$ cat src/rtl/game_sequencer_if.sv
// Bus between the game sequencer and the rest of the VGA game.
// The master side is the sequencer. It receives keyboard and collision
// inputs and done handshakes, and it drives the object code, the
// request strobes and the status flags. The slave side is the
// environment: keyboard decode, collision detection, the position
// updaters and the drawing datapath.
interface game_sequencer_if #(
  parameter int IDX_W = 4
);

  logic             frame_tick;
  logic             space_pressed;
  logic             enter_pressed;
  logic             pause_pressed;
  logic             collide;
  logic             done_update;
  logic             done_draw;
  logic             done_erase;

  logic [IDX_W-1:0] object_to_draw;
  logic             plot_on_vga;
  logic             update_req;
  logic             draw_req;
  logic             erase;
  logic             detect_collide;
  logic             respawn;
  logic [3:0]       lives_left;
  logic             paused;
  logic             game_over;

  modport master (
    input  frame_tick,
    input  space_pressed,
    input  enter_pressed,
    input  pause_pressed,
    input  collide,
    input  done_update,
    input  done_draw,
    input  done_erase,
    output object_to_draw,
    output plot_on_vga,
    output update_req,
    output draw_req,
    output erase,
    output detect_collide,
    output respawn,
    output lives_left,
    output paused,
    output game_over
  );

  modport slave (
    output frame_tick,
    output space_pressed,
    output enter_pressed,
    output pause_pressed,
    output collide,
    output done_update,
    output done_draw,
    output done_erase,
    input  object_to_draw,
    input  plot_on_vga,
    input  update_req,
    input  draw_req,
    input  erase,
    input  detect_collide,
    input  respawn,
    input  lives_left,
    input  paused,
    input  game_over
  );

endinterface

$ cat src/rtl/game_sequencer.sv
// Top-level game sequencer for the VGA game.
// Each frame runs erase -> collision check -> update every object ->
// draw every object -> wait for the next frame tick. Objects are visited
// in the order player, enemy 0 .. enemy N-1. The sequencer issues one
// request at a time and waits for that request's done. It also handles
// pause, a lives counter with respawn, the start screen and the
// game-over screen.
module game_sequencer #(
  parameter int NUM_ENEMIES = 5,
  parameter int IDX_W       = 4,
  parameter int LIVES       = 3
) (
  input logic              clk,
  input logic              resetn,
  game_sequencer_if.master bus
);

  localparam logic [IDX_W-1:0] CODE_PLAYER   = IDX_W'(NUM_ENEMIES);
  localparam logic [IDX_W-1:0] CODE_START    = IDX_W'(NUM_ENEMIES + 1);
  localparam logic [IDX_W-1:0] CODE_GAMEOVER = IDX_W'(NUM_ENEMIES + 2);
  localparam logic [IDX_W-1:0] CODE_ERASE    = IDX_W'(NUM_ENEMIES + 3);
  localparam logic [IDX_W-1:0] LAST_ENEMY    = IDX_W'(NUM_ENEMIES - 1);
  localparam logic [IDX_W-1:0] FIRST_ENEMY   = '0;
  localparam logic [3:0]       LIVES_INIT    = 4'(LIVES);

  typedef enum logic [3:0] {
    S_DRAW_START,
    S_START_WAIT,
    S_ERASE,
    S_CHECK,
    S_RESPAWN,
    S_UPDATE,
    S_UGAP,
    S_DRAW,
    S_DGAP,
    S_FRAME_WAIT,
    S_GO_DRAW,
    S_GO_WAIT
  } state_t;

  state_t           r_state;
  state_t           w_nextState;
  logic [IDX_W-1:0] r_idx;
  logic [IDX_W-1:0] w_nextIdx;
  logic [3:0]       r_lives;
  logic [3:0]       w_nextLives;
  logic             r_paused;
  logic             w_nextPaused;

  logic             w_pauseToggled;
  logic             w_idxIsPlayer;
  logic             w_idxIsLast;
  logic [IDX_W-1:0] w_idxStep;

  logic [IDX_W-1:0] w_objectToDraw;
  logic             w_plotOnVga;
  logic             w_updateReq;
  logic             w_drawReq;
  logic             w_erase;
  logic             w_detectCollide;
  logic             w_respawn;
  logic             w_gameOver;

  // The object walk goes player first, then the enemies upward. The player
  // wraps to enemy 0; the last enemy ends the walk. The player test comes
  // first so a single-enemy game (player = 1, last = 0) still works.
  always_comb begin
    w_idxIsPlayer = (r_idx == CODE_PLAYER);
    w_idxIsLast   = (r_idx == LAST_ENEMY);
    w_idxStep     = w_idxIsPlayer ? FIRST_ENEMY : (r_idx + IDX_W'(1));
  end

  // State, object index, lives and pause flag. Reset returns to the start
  // screen from any point, even in the middle of a frame.
  always_ff @(posedge clk) begin
    if (!resetn) begin
      r_state  <= S_DRAW_START;
      r_idx    <= CODE_PLAYER;
      r_lives  <= LIVES_INIT;
      r_paused <= 1'b0;
    end else begin
      r_state  <= w_nextState;
      r_idx    <= w_nextIdx;
      r_lives  <= w_nextLives;
      r_paused <= w_nextPaused;
    end
  end

  // Next-state logic and Moore output decode. A done strobe only counts
  // in the state that owns it. Pause is applied before the frame tick is
  // tested, so pausing blocks a tick in the same cycle and unpausing
  // accepts it.
  always_comb begin
    w_nextState     = r_state;
    w_nextIdx       = r_idx;
    w_nextLives     = r_lives;
    w_nextPaused    = r_paused;
    w_objectToDraw  = CODE_START;
    w_plotOnVga     = 1'b0;
    w_updateReq     = 1'b0;
    w_drawReq       = 1'b0;
    w_erase         = 1'b0;
    w_detectCollide = 1'b0;
    w_respawn       = 1'b0;
    w_gameOver      = 1'b0;
    w_pauseToggled  = r_paused ^ bus.pause_pressed;

    case (r_state)
      S_DRAW_START: begin
        w_drawReq      = 1'b1;
        w_plotOnVga    = 1'b1;
        w_objectToDraw = CODE_START;
        if (bus.done_draw) begin
          w_nextState = S_START_WAIT;
        end
      end

      S_START_WAIT: begin
        if (bus.space_pressed) begin
          w_nextState = S_ERASE;
        end
      end

      S_ERASE: begin
        w_erase        = 1'b1;
        w_plotOnVga    = 1'b1;
        w_objectToDraw = CODE_ERASE;
        if (bus.done_erase) begin
          w_nextState = S_CHECK;
        end
      end

      S_CHECK: begin
        w_detectCollide = 1'b1;
        if (!bus.collide) begin
          w_nextIdx   = CODE_PLAYER;
          w_nextState = S_UPDATE;
        end else if (r_lives > 4'd1) begin
          w_nextLives = r_lives - 4'd1;
          w_nextState = S_RESPAWN;
        end else begin
          w_nextLives = 4'd0;
          w_nextState = S_GO_DRAW;
        end
      end

      S_RESPAWN: begin
        w_respawn   = 1'b1;
        w_nextState = S_ERASE;
      end

      S_UPDATE: begin
        w_updateReq    = 1'b1;
        w_objectToDraw = r_idx;
        if (bus.done_update) begin
          w_nextState = S_UGAP;
        end
      end

      S_UGAP: begin
        if (!w_idxIsPlayer && w_idxIsLast) begin
          w_nextIdx   = CODE_PLAYER;
          w_nextState = S_DRAW;
        end else begin
          w_nextIdx   = w_idxStep;
          w_nextState = S_UPDATE;
        end
      end

      S_DRAW: begin
        w_drawReq      = 1'b1;
        w_plotOnVga    = 1'b1;
        w_objectToDraw = r_idx;
        if (bus.done_draw) begin
          w_nextState = S_DGAP;
        end
      end

      S_DGAP: begin
        if (!w_idxIsPlayer && w_idxIsLast) begin
          w_nextIdx   = CODE_PLAYER;
          w_nextState = S_FRAME_WAIT;
        end else begin
          w_nextIdx   = w_idxStep;
          w_nextState = S_DRAW;
        end
      end

      S_FRAME_WAIT: begin
        w_nextPaused = w_pauseToggled;
        if (bus.frame_tick && !w_pauseToggled) begin
          w_nextState = S_ERASE;
        end
      end

      S_GO_DRAW: begin
        w_drawReq      = 1'b1;
        w_plotOnVga    = 1'b1;
        w_gameOver     = 1'b1;
        w_objectToDraw = CODE_GAMEOVER;
        if (bus.done_draw) begin
          w_nextState = S_GO_WAIT;
        end
      end

      S_GO_WAIT: begin
        w_gameOver = 1'b1;
        if (bus.enter_pressed) begin
          w_nextLives  = LIVES_INIT;
          w_nextPaused = 1'b0;
          w_nextState  = S_DRAW_START;
        end
      end

      default: begin
        w_nextIdx   = CODE_PLAYER;
        w_nextState = S_DRAW_START;
      end
    endcase
  end

  assign bus.object_to_draw = w_objectToDraw;
  assign bus.plot_on_vga    = w_plotOnVga;
  assign bus.update_req     = w_updateReq;
  assign bus.draw_req       = w_drawReq;
  assign bus.erase          = w_erase;
  assign bus.detect_collide = w_detectCollide;
  assign bus.respawn        = w_respawn;
  assign bus.game_over      = w_gameOver;
  assign bus.lives_left     = r_lives;
  assign bus.paused         = r_paused;

endmodule
$ cat src/flat_wrapper.sv
// flat-port wrapper written by rule: the top's interface ports become plain ports
module game_sequencer_flat 
#(
  parameter int NUM_ENEMIES = 5,
  parameter int IDX_W       = 4,
  parameter int LIVES       = 3
)
  (clk, resetn, bus_frame_tick, bus_space_pressed, bus_enter_pressed, bus_pause_pressed, bus_collide, bus_done_update, bus_done_draw, bus_done_erase, bus_object_to_draw, bus_plot_on_vga, bus_update_req, bus_draw_req, bus_erase, bus_detect_collide, bus_respawn, bus_lives_left, bus_paused, bus_game_over);
  game_sequencer_if #(.IDX_W(IDX_W)) bus_i ();
  input logic clk;
  input logic resetn;
  input wire logic [$bits(bus_i.frame_tick)-1:0] bus_frame_tick;
  input wire logic [$bits(bus_i.space_pressed)-1:0] bus_space_pressed;
  input wire logic [$bits(bus_i.enter_pressed)-1:0] bus_enter_pressed;
  input wire logic [$bits(bus_i.pause_pressed)-1:0] bus_pause_pressed;
  input wire logic [$bits(bus_i.collide)-1:0] bus_collide;
  input wire logic [$bits(bus_i.done_update)-1:0] bus_done_update;
  input wire logic [$bits(bus_i.done_draw)-1:0] bus_done_draw;
  input wire logic [$bits(bus_i.done_erase)-1:0] bus_done_erase;
  output wire logic [$bits(bus_i.object_to_draw)-1:0] bus_object_to_draw;
  output wire logic [$bits(bus_i.plot_on_vga)-1:0] bus_plot_on_vga;
  output wire logic [$bits(bus_i.update_req)-1:0] bus_update_req;
  output wire logic [$bits(bus_i.draw_req)-1:0] bus_draw_req;
  output wire logic [$bits(bus_i.erase)-1:0] bus_erase;
  output wire logic [$bits(bus_i.detect_collide)-1:0] bus_detect_collide;
  output wire logic [$bits(bus_i.respawn)-1:0] bus_respawn;
  output wire logic [$bits(bus_i.lives_left)-1:0] bus_lives_left;
  output wire logic [$bits(bus_i.paused)-1:0] bus_paused;
  output wire logic [$bits(bus_i.game_over)-1:0] bus_game_over;
  assign bus_i.frame_tick = bus_frame_tick;
  assign bus_i.space_pressed = bus_space_pressed;
  assign bus_i.enter_pressed = bus_enter_pressed;
  assign bus_i.pause_pressed = bus_pause_pressed;
  assign bus_i.collide = bus_collide;
  assign bus_i.done_update = bus_done_update;
  assign bus_i.done_draw = bus_done_draw;
  assign bus_i.done_erase = bus_done_erase;
  assign bus_object_to_draw = bus_i.object_to_draw;
  assign bus_plot_on_vga = bus_i.plot_on_vga;
  assign bus_update_req = bus_i.update_req;
  assign bus_draw_req = bus_i.draw_req;
  assign bus_erase = bus_i.erase;
  assign bus_detect_collide = bus_i.detect_collide;
  assign bus_respawn = bus_i.respawn;
  assign bus_lives_left = bus_i.lives_left;
  assign bus_paused = bus_i.paused;
  assign bus_game_over = bus_i.game_over;
  game_sequencer #(.NUM_ENEMIES(NUM_ENEMIES), .IDX_W(IDX_W), .LIVES(LIVES)) u_core (.clk(clk), .resetn(resetn), .bus(bus_i));
endmodule
$ cat config.mk
export PLATFORM = sky130hd
export DESIGN_NAME = game_sequencer_flat
export DESIGN_NICKNAME = d
export VERILOG_FILES = /design/src/rtl/game_sequencer_if.sv /design/src/rtl/game_sequencer.sv /design/src/flat_wrapper.sv
export SDC_FILE = /design/constraint.sdc
export NUM_CORES = 1
export LEC_CHECK = 0
export BUFFER_PORTS_ARGS = -buffer_cell sky130_fd_sc_hd__buf_4
export CORE_MARGIN = 10
export CORE_UTILIZATION = 35
export CTS_BUF_LIST = sky130_fd_sc_hd__clkbuf_8
export DETAILED_ROUTE_END_ITERATION = 6
export MAX_ROUTING_LAYER = met4
export PLACE_DENSITY_LB_ADDON = 0.25
export RECOVER_POWER = 25
export SETUP_SLACK_MARGIN = 0.1
export SYNTH_ARGS = -nofsm -noshare
export SYNTH_HDL_FRONTEND = slang
export SYNTH_SLANG_ARGS = --single-unit
$ cat constraint.sdc
create_clock -name clk -period 2.55 [get_ports clk]
set_clock_uncertainty 0.1 [all_clocks]
set_input_delay 0.1275 -clock clk [delete_from_list [all_inputs] [get_ports clk]]
set_output_delay 0.1275 -clock clk [all_outputs]
set_load 0.02 [all_outputs]
* Yosys cells after proc, flatten, opt, wreduce, memory -nomap -nowiden
Cells that the tools add are included.
Operators by class: add/subtract/negate cells 2, magnitude comparators 1, eq/ne operators 23, multiplexer cells 31, bitwise gates (word level) 2, reductions and logical operators 17
Operators by type and width (number):
- 4-bit two-way mux | 17
- 4-bit case mux with 12 select lines | 1
- 4-bit by 3-bit equality test with 1-bit output, second input constant | 6
- 4-bit case mux with 3 select lines | 2
- 2-bit inequality test, second input constant | 9
- 4-bit equality test, second input constant | 4
- 9-bit OR reduction | 1
- 4-bit by 2-bit equality test with 1-bit output, second input constant | 2
- 1-bit two-way mux | 8
- 4-bit case mux with 2 select lines | 1
- 8-bit AND reduction | 1
- 2-bit OR reduction | 3
- 4-bit by 1-bit adder with 4-bit output, second input constant | 1
- 4-bit by 1-bit equality test with 1-bit output, second input constant | 1
- 4-bit by 1-bit greater-than comparator with 1-bit output, second input constant | 1
- 4-bit logical NOT | 1
- 2-bit AND reduction | 2
- 2-bit nonzero test | 2
- 4-bit OR reduction | 1
- 4-bit by 1-bit subtractor with 4-bit output, second input constant | 1
- 3-bit AND reduction | 1
- 3-bit OR reduction | 1
- 1-bit logical AND | 2
- 1-bit logical NOT | 2
- 5 further kinds | 5
Word-level totals: flip-flop bits (word level) 13, output and inout port bits 16, word-level logic and storage cells 80

* Logic depth before layout (Yosys ltp)
Gate-level depths: netlist of the first run.
word-level depth 5, depth in mapped cells 7, depth with buffers taken out 7

* Worst setup path after synthesis of the first run
Ideal clock, no wire load.
path type register -> register, start point reg u_core.r_state[2], end point reg u_core.r_state[2], library setup time 0.086 ns, arrival time 1.726 ns, data required time 2.364 ns, slack 0.639 ns, cell stages (with the launch flop) 7, buffers on the path 2, path through dfxtp_1 -> buf_2 -> buf_2 -> nor3_1 -> a21boi_0 -> nor3_1 -> a211oi_1
On the way: longest elaborated chain between the ends 3, elaborated cells between the ends (all ways) 22, those cells by class eq/ne (19); mux (1); reduce/logical (2)
RTL lines:
- start, declared | RTL line game_sequencer.sv:41 | state_t r_state;
- start signal, assigned | RTL line game_sequencer.sv:82 | r_state <= w_nextState;
- 4-bit equality test, or another cell as far along | RTL line game_sequencer.sv:108 | case (r_state)
- 2-bit by 1-bit inequality test with 1-bit output (no source line) or 2-bit inequality test (tied branches)
- 8-bit AND reduction (no source line)
Several ways; a longest one is shown, not always the timed one. A chain may end at the register's enable or synchronous reset.

* Worst setup path in the final report of the first run
start point reg u_core.r_state[0], end point reg u_core.r_lives[3] (netlist: u_core.bus.lives_left[3])
On the way: longest elaborated chain between the ends 3, elaborated cells between the ends (all ways) 7, those cells by class eq/ne (4); mux (1); reduce/logical (2)
RTL lines:
- 4-bit by 2-bit equality test with 1-bit output or 4-bit equality test (tied branches) | RTL line game_sequencer.sv:108
- 2-bit inequality test (no source line) or 2-bit nonzero test (tied branches)
- 3-bit AND reduction (no source line)
- end signal, assigned | RTL line game_sequencer.sv:84 | r_lives <= w_nextLives;
- end, declared | RTL line game_sequencer.sv:45 | logic [3:0] r_lives;
Several ways; a longest one is shown, not always the timed one.

==> impl.org, run 1 <==
** Floorplanning
- For this design the top-level I/O count stands at 26.
- Measured along the x axis, the die boundary spans 75.8 um.
- The floorplan has 20 rows.
- The total area inside the core boundary comes to 0.00303 mm^2.
- The floorplan step defined a die boundary enclosing 0.00575 mm^2.
- Die Y-Extent :: 75.8 um
- For this configuration, the core starts out at a cell density of 0.360.

** Min path
- The tightest min-delay check is of the in -> reg type.
- Source of the worst hold timing path :: resetn

** Power and ir drop
- Highest ir drop seen on vdd :: 0.428 mV
- Of the total power, registers draw 0.249.
- Of the total power, the share spent switching nets is 0.475.
- In this run the power spent charging and discharging nets is 0.572 mW.
- After layout, the design draws a total of 1.20 mW.
- In this run the power density over the cells is 901 mW/mm^2.
- Cell-internal power :: 0.632 mW
- Static Leak :: 0.495 nW
- Part of the total power dissipated in the clock network :: 0.158
- Of the total power, combinational logic draws 0.594.

** Critical path
- Of all nets on the critical path, the largest fanout is 12.
- STA puts the critical path data arrival time at 2.21 ns.
- Data required time at the worst endpoint :: 2.62 ns
- Critical path depth in cells :: 6
- Capture point of the worst path :: u_core.bus.lives_left[3]$_SDFFE_PN0P_
- The signal on the critical path passes through buf_4 > nand2_4 > nor3_4 > o21ai_1 > or4b_1 > a21oi_1.
- The slowest stage of the critical path belongs to the cell sky130_fd_sc_hd__dfxtp_1.
- R2r setup slk :: 0.41 ns
- Family with the most delay on the worst path :: simple AND/OR/NAND/NOR gates
- In this run the critical register-to-register path is launched from u_core.r_state[0]$_SDFFE_PN0P_.
- CP startpoint :: u_core.r_state[0]$_SDFFE_PN0P_
- Critical R2R Capture :: u_core.bus.lives_left[3]$_SDFFE_PN0P_
- Worst Setup End Kind :: flop
- Worst path bufs/invs :: 1
- STA classifies the critical path startpoint as a flop.
- The critical path in this run is classified as reg -> reg.
- Stage delay of the slowest cell on the critical path :: 0.53 ns
- Length in cells of the worst reg-to-reg path :: 6

** STA
- Count of final setup violators :: 0
- Final count of hold timing violations :: 0
- Measured against its own limit, the worst slew margin works out to 0.697.
- Static timing analysis puts the maximum clock frequency at 467 MHz.
- Setup repair after global routing missed its margin :: no
- Final Critical Period :: 2.14 ns
- Share of the cycle needed by the critical path after routing :: 0.839
- Tightest Pin Transition :: 0.454 ns
- Final setup TNS :: 0 ns
- Final Slew Violations :: 0

** Synthesis
- The synthesized design contains 13 register bits.
- Syn Area/Cell :: 7.36 um^2
- For this run, the leading register cell type out of synthesis is sky130_fd_sc_hd__dfxtp_1.
- Ranked by total cell area, the synthesized netlist is headed by sky130_fd_sc_hd__dfxtp_1 24%, sky130_fd_sc_hd__a21oi_1 6.0%, sky130_fd_sc_hd__o21ai_0 5.5%, sky130_fd_sc_hd__nand2_1 5.5%, sky130_fd_sc_hd__nand2b_1 3.4%.
- Synthesis produced a netlist whose cell count is 148.
- sky130_fd_sc_hd__nand2_1 is the most common cell in the netlist.
- Yosys printed 0 warnings.
- Number of distinct library cells after synthesis :: 46
- Fraction of post-synthesis cell area in the top cell type by area :: 0.239
- Number of flops mapped to enable cells by yosys :: 0
- Mapped cell area :: 0.00109 mm^2
- The number of nets in the synthesized netlist is 160.
- Part of the Yosys area used for sequential elements :: 0.239
- Synth area leader :: sky130_fd_sc_hd__dfxtp_1
- Share of synthesized registers carrying an async set or reset :: 0
- Top post-synthesis cells by count :: 16 x sky130_fd_sc_hd__nand2_1, 13 x sky130_fd_sc_hd__a21oi_1, 13 x sky130_fd_sc_hd__dfxtp_1

** Placed design
- Placer congestion estimate :: 0.800
- Summed over all nets, the half-perimeter wirelength after detailed placement is 2420 um.
- Total cell area at the placement stage :: 0.00132 mm^2
- In this run the tool buffered the top-level ports with 25 buffer cells.

** Run
- Max-cap viol count :: 0

** Detailed routing
- First drt pass iteration count :: 4
- The first routing iteration left 113 violations.
- Post-Route WL :: 3150 um
- Sum of met2 wire segment lengths after detailed routing :: 1540 um
- Highest layer used for signal routing :: met4
- After detailed routing, the number of vias per cell comes to 5.52.
- Wl on met1 :: 1370 um
- The count of nets left with antenna violations once routing finished came out at 0.
- After detailed routing, the number of remaining DRC violations is 0.
- Total length of routed met3 wires :: 234 um
- Count of vias placed by the detailed router :: 1204
- Wire length per cell :: 14.5 um

** Finish
- Filler cells :: 326
- In the final layout, the share of cells above drive strength 1 is 0.190.
- After the last flow step, the layout net total stands at 187.
- Area Overhead vs Synth :: 22.5%
- Count of antenna diodes in the layout :: 0
- At the end of the flow the core is filled with cells to 0.441.
- Post-Layout Inst Area :: 0.00134 mm^2

** Clock network
- Clock insertion delay at the later pin of the skew report :: 0.25 ns
- After clock tree synthesis, the clock-pin slew on the worst setup and hold paths is 0.06 ns.
- The root buffer cell chosen for the clock tree is sky130_fd_sc_hd__clkbuf_8.
- Cts repair resizes :: 0
- The number of setup buffers added after CTS is 0.
- CTS saw 13 sinks.
- The clock passes through at most 2 buffers.
- Hold repair after CTS inserted 0 buffers.
- CTS tree :: done
- In this run, CTS created clock tree buffers numbering 3.
- CTS built an H-tree with a depth of 1.

** GRT
- Number of global-route vias before repair :: 1135
- Leftover overflow at the end of global routing :: 0
- Entering global routing, the biggest net connects 20 pins.
- Initial antenna violation count :: 0
- Combined global-route utilization of all metal layers :: 0.120
- The first global-routing pass estimated 5250 um of wire.

** Outcome
- Run status :: completed
sequential cells by signal, summed over array words and instances (netlist names):
signal	flops
u_core.bus.lives_left	4
u_core.r_idx	4
u_core.r_state	4
u_core.bus.paused	1
area by class of cell:
| class | instances | area, um^2 | share of cell area |
|---|---|---|---|
| clock buffer | 3 | 41.3 | 0.0309 |
| clock inverter | 1 | 5.00 | 0.00375 |
| inverter | 6 | 22.5 | 0.0169 |
| multi-input combinational | 121 | 752 | 0.563 |
| sequential | 13 | 260 | 0.195 |
| tap | 44 | 55.1 | 0.0412 |
| timing repair buffer | 30 | 199 | 0.149 |
power by group through the flow:
stage | Combinational, mW | Sequential [mW] | Clock [mW]
5_1_grt | 0.797 | 0.306 | 0.207
4_1_cts | 0.732 | 0.298 | 0.196
6_report | 0.714 | 0.299 | 0.190
3_5_place_dp | 0.727 | 0.302 | 0
3_3_place_gp | 0.720 | 0.302 | 0
2_1_floorplan | 0.546 | 0.267 | 0
layer usage:
metal	vias up	track usage
li1	592	-
met1	577	0.141
met2	33	0.195
met3	2	0.0339
met4	0	0.0330
met5	-	-
cell usage in the layout (no fill, tap or decap), types with 2 or more instances in the layout:
master,instances
sky130_fd_sc_hd__nor2b_1,5
sky130_fd_sc_hd__xnor2_1,2
sky130_fd_sc_hd__nand2b_1,6
sky130_fd_sc_hd__a211oi_1,4
sky130_fd_sc_hd__o21ai_0,12
sky130_fd_sc_hd__clkbuf_1,7
sky130_fd_sc_hd__nand3_1,2
sky130_fd_sc_hd__nor3_1,7
sky130_fd_sc_hd__buf_4,23
sky130_fd_sc_hd__clkbuf_8,3
sky130_fd_sc_hd__o22ai_1,3
sky130_fd_sc_hd__mux2i_1,2
sky130_fd_sc_hd__or3_1,5
sky130_fd_sc_hd__inv_1,5
sky130_fd_sc_hd__dfxtp_1,13
sky130_fd_sc_hd__nand3b_1,2
sky130_fd_sc_hd__o211ai_1,3
sky130_fd_sc_hd__ha_1,2
sky130_fd_sc_hd__nor2_1,9
sky130_fd_sc_hd__and2_1,4
sky130_fd_sc_hd__a21oi_1,13
sky130_fd_sc_hd__a31oi_1,2
sky130_fd_sc_hd__nand2_1,16
kinds of logic (layout without fill, tap and decap cells):
group | Yosys count | in the layout | share of synthesized area
AND/OR/NAND/NOR | 65 | 65 | 0.338
AO/OA/AOI/OAI | 50 | 50 | 0.295
buffers and inverters | 14 | 40 | 0.0712
flip-flops | 13 | 13 | 0.239
adder cells (fa/ha/maj) | 2 | 2 | 0.0230
XOR/XNOR | 2 | 2 | 0.0161
multiplexers | 2 | 2 | 0.0184
worst min path at each step:
stage / endpoint / slack, ns / cells after the start
after floorplan: u_core.bus.lives_left[0]$_SDFFE_PN1P_ / 0.12 / 1
after global placement: u_core.bus.lives_left[0]$_SDFFE_PN1P_ / 0.28 / 2
after detailed placement: u_core.bus.lives_left[0]$_SDFFE_PN1P_ / 0.28 / 2
after CTS: u_core.r_idx[2]$_SDFFE_PN1P_ / 0.03 / 2
after global routing: u_core.bus.lives_left[0]$_SDFFE_PN1P_ / 0.03 / 2
final: u_core.bus.lives_left[0]$_SDFFE_PN1P_ / 0.04 / 2
stage by stage:
stage | hold WS [ns] | std cells | worst slack [ns]
2_1_floorplan | 0.116 | 148 | 0.639
3_3_place_gp | 0.283 | 214 | 0.457
3_5_place_dp | 0.284 | 214 | 0.447
4_1_cts | 0.0297 | 218 | 0.435
5_1_grt | 0.0278 | 218 | 0.245
6_report | 0.0358 | 218 | 0.410
No activity file was read; power rests on OpenSTA's default activity.
==> run 2, diff against run 1 <==
Clock period 2.55 ns to 2.2 ns, I/O delays scaled along.
==> impl.org, run 2 (synthesis gave the netlist of run 1 again) <==
** GRT
- The pin count of the biggest net entering global routing was 13 (-35%).
- The met1 routing resource usage after global routing was 0.146 (+0.00532).
- Global-route wire length before repair :: 5220 um (-0.65%)
- Global routing usage on met3 :: 0.0286 (-0.00521)
- Leftover overflow at the end of global routing :: 0 (unchanged)
- The number of global-route vias before repair is 1107 (-2.5%).
- Combined global-route utilization of all metal layers :: 0.120 (+0.000580)
- After global routing, the most crowded layer is met2.
- Initial antenna violation count :: 0 (unchanged)
- Met2 GRT Util :: 0.187 (-0.00849)

** Critical path
- The critical path goes through buf_4 > or3b_1 > a21oi_2 > nand2_1 > or3_1 > a21oi_1.
- Cell with the largest stage delay on the worst path :: sky130_fd_sc_hd__dfxtp_1
- Data required time at the worst endpoint :: 2.28 ns (-0.34 ns)
- Critical path start-end classification :: reg -> reg
- Maximum fanout along the worst path :: 11 (-1)
- Startpoint types :: flop
- Stage delay of the slowest cell on the critical path :: 0.36 ns (-0.17 ns)
- Worst Setup End Kind :: flop
- Data arrival time of the worst path :: 2.00 ns (-0.21 ns)

** Clock network
- Number of clock buffers inserted by TritonCTS :: 3 (unchanged)
- The clock latency reported for the late side of the worst-skew pair was 0.25 ns (about the same).
- Clk Tree Root Cell :: sky130_fd_sc_hd__clkbuf_8
- The maximum clock path buffer count came to 2 (unchanged).
- The post-CTS setup-driven buffer insertion count came to 0 (unchanged).
- The H-tree level count is 1 (unchanged).
- The number of clock sinks seen by CTS is 13 (unchanged).
- TritonCTS built the clock tree.
- The clock-pin transition on the worst setup and hold timing paths is 0.06 ns (about the same).

** Run
- The total of max-cap violations came to 0 (unchanged).

** Placed design
- The placed instance count was 217 (+1.4%).
- The area after detailed placement came to 0.00134 mm^2 (+1.7%).
- Post-detailed-placement half-perimeter wirelength :: 2440 um (+1.0%)
- The placer congestion estimate is 0.852 (+6.5%).
- The port buffer count was 25 (unchanged).

** Finish
- The top cell types in the final layout, fill and taps aside, are 27 x sky130_fd_sc_hd__buf_4, 16 x sky130_fd_sc_hd__nand2_1, 13 x sky130_fd_sc_hd__a21oi_1.
- From synthesis to final layout, the design area changed by 26.8%.
- Final #Nets :: 190 (+1.6%)
- Filler cells :: 298 (-8.6%)
- The share of cells above drive strength 1 came to 0.226 (+0.0363).
- The diode insertion count for antenna repair is 0 (unchanged).
- The total non-filler cell area in the finished layout is 0.00138 mm^2 (+3.5%).
- The number of non-filler instances in the completed layout is 221 (+1.4%).
- Leaving out fill and tap cells, the most frequent cell in the layout is sky130_fd_sc_hd__buf_4.

** Floorplanning
- The core footprint came to 0.00303 mm^2 (unchanged).
- The horizontal extent of the die came to 75.8 um (unchanged).
- The die area was 0.00575 mm^2 (unchanged).
- The y dimension of the die came to 75.8 um (unchanged).
- The count of boundary I/O pins was 26 (unchanged).
- The number of cell rows was 20 (unchanged).
- The initial core utilization was 0.360 (unchanged).

** STA
- The count of final setup violators was 0 (unchanged).
- Tightest Pin Transition :: 0.423 ns (-0.0313 ns)
- The worst relative slew slack came to 0.717 (+0.0193).
- Setup repair after global routing missed its margin :: no
- Final count of hold timing violations :: 0 (unchanged)
- Final Slew Violations :: 0 (unchanged)
- Share of the cycle needed by the critical path after routing :: 0.872 (+0.0325)
- The final-layout worst hold slack came to 0.0138 ns (-0.0221 ns).
- The minimum period implied by the final worst setup slack is 1.92 ns (-0.222 ns).
- Final setup TNS :: 0 ns (unchanged)
- The peak clock frequency supported by timing came to 521 MHz (+12%).

** Power and ir drop
- The highest ir drop seen on vdd is 0.382 mV (-11%).
- Final total power :: 1.45 mW (+21%)
- The static leakage was 0.521 nW (+5.4%).
- The power density normalized to cell area is 1050 mW/mm^2 (+17%).

** Detailed routing
- The number of antenna-violating nets in the routed design is 0 (unchanged).
- The average wire per standard cell is 14.2 um (-1.5%).
- The total number of vias came to 1195 (-0.75%).
- The DRC violation count after routing came to 0 (unchanged).
- The number of DRC markers after the initial detailed-route iteration is 84 (-26%).
- Detailed-route vias per instance :: 5.41 (-2.1%)
- The wire length after detailed routing is 3150 um (-0.19%).
- First drt pass iteration count :: 4 (unchanged)

** Min path
- The path class of the tightest hold or removal check is in -> reg.

** Outcome
- The flow ran to the end, and the final reports show no timing, DRC or antenna violations.
==> run 2: changes by cell type in the layout (fill, tap and decap cells not counted) <==
| cell | change |
|---|---|
| sky130_fd_sc_hd__nor3_2 | +1 |
| sky130_fd_sc_hd__a211oi_1 | -1 |
| sky130_fd_sc_hd__buf_4 | +4 |
| sky130_fd_sc_hd__nor4bb_2 | -1 |
| sky130_fd_sc_hd__a211oi_2 | +1 |
| sky130_fd_sc_hd__dfxtp_2 | +1 |
| sky130_fd_sc_hd__clkbuf_1 | -1 |
| sky130_fd_sc_hd__dfxtp_1 | -1 |
| sky130_fd_sc_hd__nor3_1 | -1 |
| sky130_fd_sc_hd__nor4bb_4 | +1 |
==> run 2: power by group <==
part,total (mW),switching (mW),internal [mW]
registers,0.355,0.0815,0.273
clock network,0.225,0.0994,0.125
logic,0.872,0.503,0.368
total,1.45,0.684,0.767
==> run 2: path summary, 6_finish.rpt <==
| kind | start | to | slack, ns | cells past startpoint |
|---|---|---|---|---|
| max | u_core.r_state[2]$_SDFFE_PN0P_ | u_core.r_idx[1]$_SDFFE_PN0P_ | 0.28 | 6 |
| max reg2reg | u_core.r_state[2]$_SDFFE_PN0P_ | u_core.r_idx[1]$_SDFFE_PN0P_ | 0.28 | 6 |
| min reg2reg | u_core.bus.paused$_SDFFE_PN0P_ | u_core.bus.paused$_SDFFE_PN0P_ | 0.42 | 2 |
| min | resetn | u_core.r_idx[2]$_SDFFE_PN1P_ | 0.01 | 2 |
==> run 2: stage by stage <==
stage	util	setup WS [ns]
final	0.456	0.282
after global routing	0.456	0.123
after CTS	0.457	0.147
after detailed placement	0.442	0.147
after global placement	0.442	0.200
after floorplan	-	0.289
==> run 2: cell type report <==
class,instances,area (um^2),share of cell area
multi-input cells,121,771,0.558
flip-flops and latches,13,262,0.189
repair buffers,33,225,0.163
well taps,44,55.1,0.0399
clock buffers,3,41.3,0.0299
inverters,6,22.5,0.0163
clock inverters,1,5.00,0.00362
==> run 2: what timing repair did <==
item                                    CTS  global route
endpoints found under the setup margin    0             4
gates resized for setup                   0             4
hold buffers                              0             0
==> run 2: critical path, delay by kind of cell (launching register included) <==
kind | cells | cell delay [ns]
simple gates | 3 | 0.80
compound gates | 2 | 0.38
flops | 1 | 0.36
buf+inv | 1 | 0.19
==> run 2: per-layer routing <==
layer | share of wire | up-vias | wire length [um]
met4 | 0.016 | 0 | 49
met5 | 0 | - | 0
li1 | - | 597 | -
met3 | 0.060 | 5 | 189
met2 | 0.47 | 32 | 1480
met1 | 0.45 | 561 | 1430
